===== src/rtl/mem_arbiter_if.sv =====
// Bundle of pipeline, aux-port and data-memory signals around the memory arbiter.
// The arbiter uses the slave view; the surrounding system (pipeline, loader, memory) uses master.
interface mem_arbiter_if;
  logic        i_Pipe_MemRead;
  logic        i_Pipe_MemWrite;
  logic [15:0] i_Pipe_Address;
  logic [15:0] i_Pipe_Write_Data;
  logic [15:0] o_Pipe_Read_Data;
  logic        o_Pipe_Stall;

  logic        i_Aux_Req;
  logic        i_Aux_Write;
  logic [15:0] i_Aux_Address;
  logic [15:0] i_Aux_Write_Data;
  logic        o_Aux_Ack;
  logic [15:0] o_Aux_Read_Data;

  logic        o_Sig_MemRead;
  logic        o_Sig_MemWrite;
  logic [15:0] o_Address;
  logic [15:0] o_Write_Data;
  logic [15:0] i_Read_Data;

  modport master (
    output i_Pipe_MemRead, i_Pipe_MemWrite, i_Pipe_Address, i_Pipe_Write_Data,
    input  o_Pipe_Read_Data, o_Pipe_Stall,
    output i_Aux_Req, i_Aux_Write, i_Aux_Address, i_Aux_Write_Data,
    input  o_Aux_Ack, o_Aux_Read_Data,
    input  o_Sig_MemRead, o_Sig_MemWrite, o_Address, o_Write_Data,
    output i_Read_Data
  );

  modport slave (
    input  i_Pipe_MemRead, i_Pipe_MemWrite, i_Pipe_Address, i_Pipe_Write_Data,
    output o_Pipe_Read_Data, o_Pipe_Stall,
    input  i_Aux_Req, i_Aux_Write, i_Aux_Address, i_Aux_Write_Data,
    output o_Aux_Ack, o_Aux_Read_Data,
    output o_Sig_MemRead, o_Sig_MemWrite, o_Address, o_Write_Data,
    input  i_Read_Data
  );
endinterface


===== src/rtl/mem_arbiter.sv =====
// Shares one data memory between the pipeline memory stage and an aux (loader/debug) port.
// The pipeline has priority; a starved aux request steals exactly one stall cycle.
module mem_arbiter #(
  parameter int STARVE_LIMIT = 4
) (
  input logic         clk,
  input logic         rst,
  mem_arbiter_if.slave bus
);
  localparam logic [1:0] IDLE       = 2'd0;
  localparam logic [1:0] AUX_ACCESS = 2'd1;
  localparam logic [1:0] AUX_DONE   = 2'd2;
  localparam logic [3:0] LIMIT      = 4'(STARVE_LIMIT);

  logic [1:0]  state;
  logic [3:0]  starve_cnt;
  logic        aux_ack;
  logic [15:0] aux_rd;
  logic        pipe_req;

  assign pipe_req = bus.i_Pipe_MemRead | bus.i_Pipe_MemWrite;

  always_ff @(posedge clk) begin
    if (rst) begin
      state      <= IDLE;
      starve_cnt <= 4'd0;
      aux_ack    <= 1'b0;
      aux_rd     <= 16'h0000;
    end else begin
      aux_ack <= (state == AUX_ACCESS);
      case (state)
        IDLE: begin
          if (!bus.i_Aux_Req) begin
            starve_cnt <= 4'd0;
          end else if (!pipe_req || starve_cnt == LIMIT) begin
            state      <= AUX_ACCESS;
            starve_cnt <= 4'd0;
          end else if (starve_cnt < LIMIT) begin
            starve_cnt <= starve_cnt + 4'd1;
          end
        end
        AUX_ACCESS: begin
          state <= AUX_DONE;
          if (!bus.i_Aux_Write) aux_rd <= bus.i_Read_Data;
        end
        default: state <= IDLE;
      endcase
    end
  end

  // Memory side is combinational so the pipeline sees single-cycle access;
  // reset gates the strobes so nothing is written while rst is high.
  always_comb begin
    bus.o_Sig_MemRead  = 1'b0;
    bus.o_Sig_MemWrite = 1'b0;
    bus.o_Address      = bus.i_Pipe_Address;
    bus.o_Write_Data   = bus.i_Pipe_Write_Data;
    bus.o_Pipe_Stall   = 1'b0;
    if (state == AUX_ACCESS) begin
      bus.o_Address    = bus.i_Aux_Address;
      bus.o_Write_Data = bus.i_Aux_Write_Data;
      if (!rst) begin
        bus.o_Sig_MemWrite = bus.i_Aux_Write;
        bus.o_Sig_MemRead  = ~bus.i_Aux_Write;
        bus.o_Pipe_Stall   = pipe_req;
      end
    end else if (!rst) begin
      bus.o_Sig_MemWrite = bus.i_Pipe_MemWrite;
      bus.o_Sig_MemRead  = bus.i_Pipe_MemRead & ~bus.i_Pipe_MemWrite;
    end
  end

  assign bus.o_Pipe_Read_Data = bus.i_Read_Data;
  assign bus.o_Aux_Ack        = aux_ack;
  assign bus.o_Aux_Read_Data  = aux_rd;
endmodule

===== src/flat_wrapper.sv =====
// flat-port wrapper written by rule: the top's interface ports become plain ports
module mem_arbiter_flat 
#(
  parameter int STARVE_LIMIT = 4
)
  (clk, rst, bus_i_Pipe_MemRead, bus_i_Pipe_MemWrite, bus_i_Pipe_Address, bus_i_Pipe_Write_Data, bus_o_Pipe_Read_Data, bus_o_Pipe_Stall, bus_i_Aux_Req, bus_i_Aux_Write, bus_i_Aux_Address, bus_i_Aux_Write_Data, bus_o_Aux_Ack, bus_o_Aux_Read_Data, bus_o_Sig_MemRead, bus_o_Sig_MemWrite, bus_o_Address, bus_o_Write_Data, bus_i_Read_Data);
  mem_arbiter_if bus_i ();
  input logic clk;
  input logic rst;
  input wire logic [$bits(bus_i.i_Pipe_MemRead)-1:0] bus_i_Pipe_MemRead;
  input wire logic [$bits(bus_i.i_Pipe_MemWrite)-1:0] bus_i_Pipe_MemWrite;
  input wire logic [$bits(bus_i.i_Pipe_Address)-1:0] bus_i_Pipe_Address;
  input wire logic [$bits(bus_i.i_Pipe_Write_Data)-1:0] bus_i_Pipe_Write_Data;
  output wire logic [$bits(bus_i.o_Pipe_Read_Data)-1:0] bus_o_Pipe_Read_Data;
  output wire logic [$bits(bus_i.o_Pipe_Stall)-1:0] bus_o_Pipe_Stall;
  input wire logic [$bits(bus_i.i_Aux_Req)-1:0] bus_i_Aux_Req;
  input wire logic [$bits(bus_i.i_Aux_Write)-1:0] bus_i_Aux_Write;
  input wire logic [$bits(bus_i.i_Aux_Address)-1:0] bus_i_Aux_Address;
  input wire logic [$bits(bus_i.i_Aux_Write_Data)-1:0] bus_i_Aux_Write_Data;
  output wire logic [$bits(bus_i.o_Aux_Ack)-1:0] bus_o_Aux_Ack;
  output wire logic [$bits(bus_i.o_Aux_Read_Data)-1:0] bus_o_Aux_Read_Data;
  output wire logic [$bits(bus_i.o_Sig_MemRead)-1:0] bus_o_Sig_MemRead;
  output wire logic [$bits(bus_i.o_Sig_MemWrite)-1:0] bus_o_Sig_MemWrite;
  output wire logic [$bits(bus_i.o_Address)-1:0] bus_o_Address;
  output wire logic [$bits(bus_i.o_Write_Data)-1:0] bus_o_Write_Data;
  input wire logic [$bits(bus_i.i_Read_Data)-1:0] bus_i_Read_Data;
  assign bus_i.i_Pipe_MemRead = bus_i_Pipe_MemRead;
  assign bus_i.i_Pipe_MemWrite = bus_i_Pipe_MemWrite;
  assign bus_i.i_Pipe_Address = bus_i_Pipe_Address;
  assign bus_i.i_Pipe_Write_Data = bus_i_Pipe_Write_Data;
  assign bus_o_Pipe_Read_Data = bus_i.o_Pipe_Read_Data;
  assign bus_o_Pipe_Stall = bus_i.o_Pipe_Stall;
  assign bus_i.i_Aux_Req = bus_i_Aux_Req;
  assign bus_i.i_Aux_Write = bus_i_Aux_Write;
  assign bus_i.i_Aux_Address = bus_i_Aux_Address;
  assign bus_i.i_Aux_Write_Data = bus_i_Aux_Write_Data;
  assign bus_o_Aux_Ack = bus_i.o_Aux_Ack;
  assign bus_o_Aux_Read_Data = bus_i.o_Aux_Read_Data;
  assign bus_o_Sig_MemRead = bus_i.o_Sig_MemRead;
  assign bus_o_Sig_MemWrite = bus_i.o_Sig_MemWrite;
  assign bus_o_Address = bus_i.o_Address;
  assign bus_o_Write_Data = bus_i.o_Write_Data;
  assign bus_i.i_Read_Data = bus_i_Read_Data;
  mem_arbiter #(.STARVE_LIMIT(STARVE_LIMIT)) u_core (.clk(clk), .rst(rst), .bus(bus_i));
endmodule

===== config.mk =====
export PLATFORM = sky130hd
export DESIGN_NAME = mem_arbiter_flat
export DESIGN_NICKNAME = d
export VERILOG_FILES = /design/src/rtl/mem_arbiter_if.sv /design/src/rtl/mem_arbiter.sv /design/src/flat_wrapper.sv
export SDC_FILE = /design/constraint.sdc
export NUM_CORES = 1
export LEC_CHECK = 0
export CAP_MARGIN = 20
export CORE_ASPECT_RATIO = 1.25
export CORE_MARGIN = 2
export CORE_UTILIZATION = 28
export DETAILED_ROUTE_END_ITERATION = 7
export GPL_TIMING_DRIVEN = 0
export MAX_ROUTING_LAYER = met4
export PLACE_DENSITY = 0.77
export SLEW_MARGIN = 5
export SYNTH_ARGS = -nofsm -noshare
export SYNTH_HDL_FRONTEND = slang
export SYNTH_SLANG_ARGS = --single-unit

===== constraint.sdc =====
create_clock -name clk -period 2.05 [get_ports clk]
set_clock_uncertainty 0.15 [all_clocks]
set_input_delay 0.3075 -clock clk [delete_from_list [all_inputs] [get_ports clk]]
set_output_delay 0.3075 -clock clk [all_outputs]
set_load 0.01 [all_outputs]

Word-level counts from Yosys, hierarchy flattened:

Index checks and enable logic that the tools add are counted.

* logic and storage cells: 37
* bits in registers: 23

* bitwise gates (word level): 4
* eq/ne operators: 5
* $lt $le $gt $ge: 1
* reductions and logical operators: 6
* add/subtract/negate cells: 1
* mux-type cells: 16

Operator list (count)
* two-way mux 16 bit: 2
* two-way mux 4 bit: 3
* two-way mux 1 bit: 8
* AND reduction 2 bit: 3
* adder 4 x 1 -> 4 bit, second input constant: 1
* equality test 4 x 3 -> 1 bit, second input constant: 1
* < comparator 4 x 3 -> 1 bit, second input constant: 1
* two-way mux 2 bit: 2
* case mux 2 bit (2 select lines): 1
* inequality test 3 x 1 -> 1 bit, second input constant: 1
* equality test 2 x 1 -> 1 bit, second input constant: 1
* zero test 2 bit: 1
* inequality test 2 x 1 -> 1 bit, second input constant: 1
* inequality test 2 bit, second input constant: 1
* NOT 1 bit: 2
* AND 1 bit: 1
* zero test 1 bit: 1
* logical OR 1 bit: 1
* bitwise OR 1 bit: 1

Longest topological paths before layout:

* depth in word-level cells: 6
* depth in mapped cells: 7
* depth with buffers taken out: 6

Least setup slack after synthesis:

No wires, ideal clock.

* path type: reg2out
* from: reg u_core.state[0]
* to: out bus_o_Sig_MemRead
* stages on the path, launching flop included: 7
* data arrival time: 1.119 ns
* path buffers: 3
* slack: 0.474 ns
* cell sequence: dfxtp_1 -> nor2b_1 -> buf_2 -> nand2b_1 -> buf_4 -> buf_6 -> a21oi_1

* longest elaborated chain between the ends: 2

RTL lines
* start: declaration: line mem_arbiter.sv:15 `logic [1:0] state;`
* start signal: assignment: line mem_arbiter.sv:25 `state <= IDLE;`
* start signal: assignment: line mem_arbiter.sv:36 `state <= AUX_ACCESS;`
* start signal: assignment: line mem_arbiter.sv:43 `state <= AUX_DONE;`
* equality test 2 x 1 -> 1 bit: line mem_arbiter.sv:59 `if (state == AUX_ACCESS) begin`
* two-way mux 1 bit: line mem_arbiter.sv:59
* end: declaration: line flat_wrapper.sv:22 `output wire logic [$bits(bus_i.o_Sig_MemRead)-1:0] bus_o_Sig_MemRead;`

Every way passes these cells.

Worst setup path after layout:

* from: in bus_i_Aux_Write
* to: out bus_o_Sig_MemRead

* longest elaborated chain between the ends: 3

RTL lines
* start: declaration: line flat_wrapper.sv:17 `input wire logic [$bits(bus_i.i_Aux_Write)-1:0] bus_i_Aux_Write;`
* NOT 1 bit: line mem_arbiter.sv:64 `bus.o_Sig_MemRead = ~bus.i_Aux_Write;`
* two-way mux 1 bit: line mem_arbiter.sv:62 `if (!rst) begin`
* two-way mux 1 bit: line mem_arbiter.sv:59

Every way passes these cells.

==> key figures <==
Timing
  – Worst-margin pin slew: just under 500 ps
  – Final number of hold-violating endpoints: 0
  – Final worst setup slack: 84.5 ps
  – Slew headroom: approximately 68%
  – Fmax: 509 MHz
  – Min Tclk post-route: around 2000 ps
  – RSZ-0062 raised after global routing: false
  – Final setup violation count: 0
  – WHS: 304 ps
  – Tcrit/Tclk final: 95.9%
  – Pins Over Slew Limit: 0

Synthesis
  – Area of the mapped netlist: approximately 1400 um^2
  – Register area share after synthesis: 32.0%
  – Number of synthesized flops with an enable pin: 0
  – Cell with the most instances after synthesis: nand2_1
  – Syn avg cell area: ~6.2 um^2
  – Seq cells post-synth: 23
  – Yosys top cell by area: nand2_1
  – Commonest cells in the netlist: nand2_1 (132), dfxtp_1 (23), a21oi_1 (18)
  – Synth Warn #: 0
  – Synth area leaders: nand2_1 (34%), dfxtp_1 (32%), buf_4 (8.9%)
  – Syn_nets: between 300 and 400
  – Async SR Flop Fraction: 0%
  – Cells after Synth: between 200 and 250
  – Area share of the largest cell type after synthesis: around a third
  – Most used DFF post-synth: dfxtp_1
  – Synth cell types: 26

Route
  – Routed WL per cell: 12.3 um
  – Vias: 1964
  – TritonRoute pass-1 iters: 4
  – DRT antenna net count: 0
  – DR iter-0 viols: 43
  – Vias/cell: ~4.3
  – DRC: 0
  – Total Wirelength: between 5000 and 6000 um

Clock tree
  – Clock buffer depth: 2
  – CTS sink cnt: 23
  – CTS buffer count: 3
  – TritonCTS clock tree: done
  – Root Driver: clkbuf_8
  – Clock transition at the registers of the reported paths: 80 ps
  – Post-CTS Hold Buffers: 0
  – Worst-skew pair later-pin latency: about 260 ps
  – H-Tree Depth: 1

Finish
  – Ant diodes: 0
  – Post-layout nets: about 480
  – FF/Latch Area: 462 um^2
  – Share of layout cells above drive strength 1: a little under a tenth
  – Area occupied by multi-input gates: slightly below 800 um^2
  – Area Growth Syn to Fin: 117%
  – Fin area: 3120 um^2
  – Fill cell count: 476

Floorplanning
  – Row count: 29
  – Starting Density: ~29%
  – Die Height: between 80 and 90 um
  – IO Count: about 150
  – Die area: 5740 um^2
  – Die extent in x: 68.1 um
  – Core Area: approximately 5000 um^2

Worst setup path
  – Slowest stage delay, CP: about 470 ps
  – Arrival @ worst endpoint: around 1500 ps
  – WP data required: 1590 ps
  – Critical path startpoint category: input port
  – Reg-to-reg slack, setup: 500 ps
  – Crit. End Element: output pin
  – CP cell instances: clkdlybuf4s50_1 -> nand2b_1 -> buf_4 -> buf_6 -> a21oi_2 -> buf_2
  – Setup CP Type: input port to output pin
  – Critical Path Slowest Stage Cell: clkdlybuf4s50_1
  – Crit-path max FO: 10

Hold path
  – Worst min path class: register to register

Global routing
  – Largest net degree at the start of global routing: 13
  – Met3 Usage GRT: under 10%
  – Grt ovf: 0
  – Vias in the first global route: around 1.9k
  – First-pass GRT wire length: 8470 um
  – GRT Util Overall: 19.4%
  – M1 GR Usage: approximately 21%
  – Initial antenna violation count: 0
  – Top Usage Layer GRT: met2
  – Met2 Track Usage GR: between 30% and 40%

Placed design
  – Hpwl dp: 4590 um
  – RePlAce Congestion: just under 0.8
  – Placement Setup Slack: -361 ps
  – Post-DP Area: slightly above 3000 um^2
  – Port Buffer Count: 152

Power and ir drop
  – Peak VDD IR: 254 uV
  – Pleak: between 1 and 1.5 nW
  – Power per standard cell area: 373 nW/um^2

Run
  – Max-Cap Viols: 0

Outcome
  – Outcome: complete, no violations
-- kinds of logic after synthesis --
logic type | Yosys count | synth area share, %
buf+inv | 33 | 14.2
simple gates | 149 | 41.8
fa+ha+maj | 2 | 1.74
flops | 23 | 32.0
compound gates | 26 | 10.3
-- per-stage QoR --
step	total power [mW]	utilization [%]	setup TNS, ps	cells
2_1_floorplan	0.608	-	0	233
3_3_place_gp	0.919	60.7	-2430	447
3_5_place_dp	0.923	60.7	-2490	447
4_1_cts	1.17	61.9	0	451
5_1_grt	1.23	62.3	0	452
6_report	1.16	62.3	0	452
-- cell type report --
type                            count  area share [%]
Tap cell                           62            2.49
Sequential cell                    23            14.8
Multi-Input combinational cell    177            25.2
Inverter                            3           0.361
Buffer                             30            7.90
Timing Repair Buffer              153            47.8
Clock buffer                        4            1.44
-- layout by cell type, fill, tap and decap left out, types with 2 or more instances in the layout --
| cell | synthesis | routed |
|---|---|---|
| nand2_1 | 132 | 132 |
| clkdlybuf4s50_1 | 0 | 117 |
| dlygate4sd2_1 | 0 | 30 |
| dfxtp_1 | 23 | 22 |
| buf_4 | 17 | 19 |
| a21oi_1 | 18 | 17 |
| buf_6 | 1 | 6 |
| clkbuf_8 | 0 | 5 |
| nor2_1 | 5 | 5 |
| clkbuf_1 | 5 | 4 |
| inv_1 | 3 | 3 |
| a211oi_1 | 3 | 3 |
| nand2b_1 | 3 | 2 |
| buf_2 | 7 | 2 |
| ha_1 | 2 | 2 |
| dlymetal6s2s_1 | 0 | 2 |
| clkdlybuf4s15_1 | 0 | 2 |
-- state kept, by name, indices dropped and copies added (netlist names) --
name,cells
u_core.bus.o_Aux_Read_Data,16
u_core.starve_cnt,4
u_core.state,2
u_core.bus.o_Aux_Ack,1
-- per-layer routing --
layer | wire [um] | vias to the layer above | share of wire (%)
met5 | 0 | - | 0
met4 | 157 | 0 | 2.8
met3 | 367 | 14 | 6.6
met2 | 2810 | 77 | 51
met1 | 2210 | 846 | 40
li1 | - | 1027 | -
-- final timing paths --
| kind | from | to | depth (start not counted) |
|---|---|---|---|
| worst min register to register | u_core.bus.o_Aux_Read_Data[5] | u_core.bus.o_Aux_Read_Data[5] | 2 |
| worst min-delay path | u_core.bus.o_Aux_Read_Data[5] | u_core.bus.o_Aux_Read_Data[5] | 2 |
| worst max register to register | u_core.starve_cnt[0] | u_core.starve_cnt[1] | 6 |
| worst max-delay path | bus_i_Aux_Write | bus_o_Sig_MemRead | 6 |
-- critical path: cells and delay by family --
kind	cells	cell delay [ps]
buffers and inverters	4	920
and+or+nand+nor	1	170
AOI/OAI and AO/OA	1	100
-- power breakdown --
group	switching (mW)	total (mW)	internal (mW)
Clock	0.139	0.277	0.138
Sequential	0.00383	0.457	0.453
Combinational	0.152	0.430	0.278
Total	0.295	1.16	0.870
-- repair_timing --
action                     4_1_cts  5_1_grt
setup endpoints to repair       35        4
setup buffers                    0        1
hold endpoints to repair         0        0
resized for setup               55        5
(Power assumes the default switching activity.)
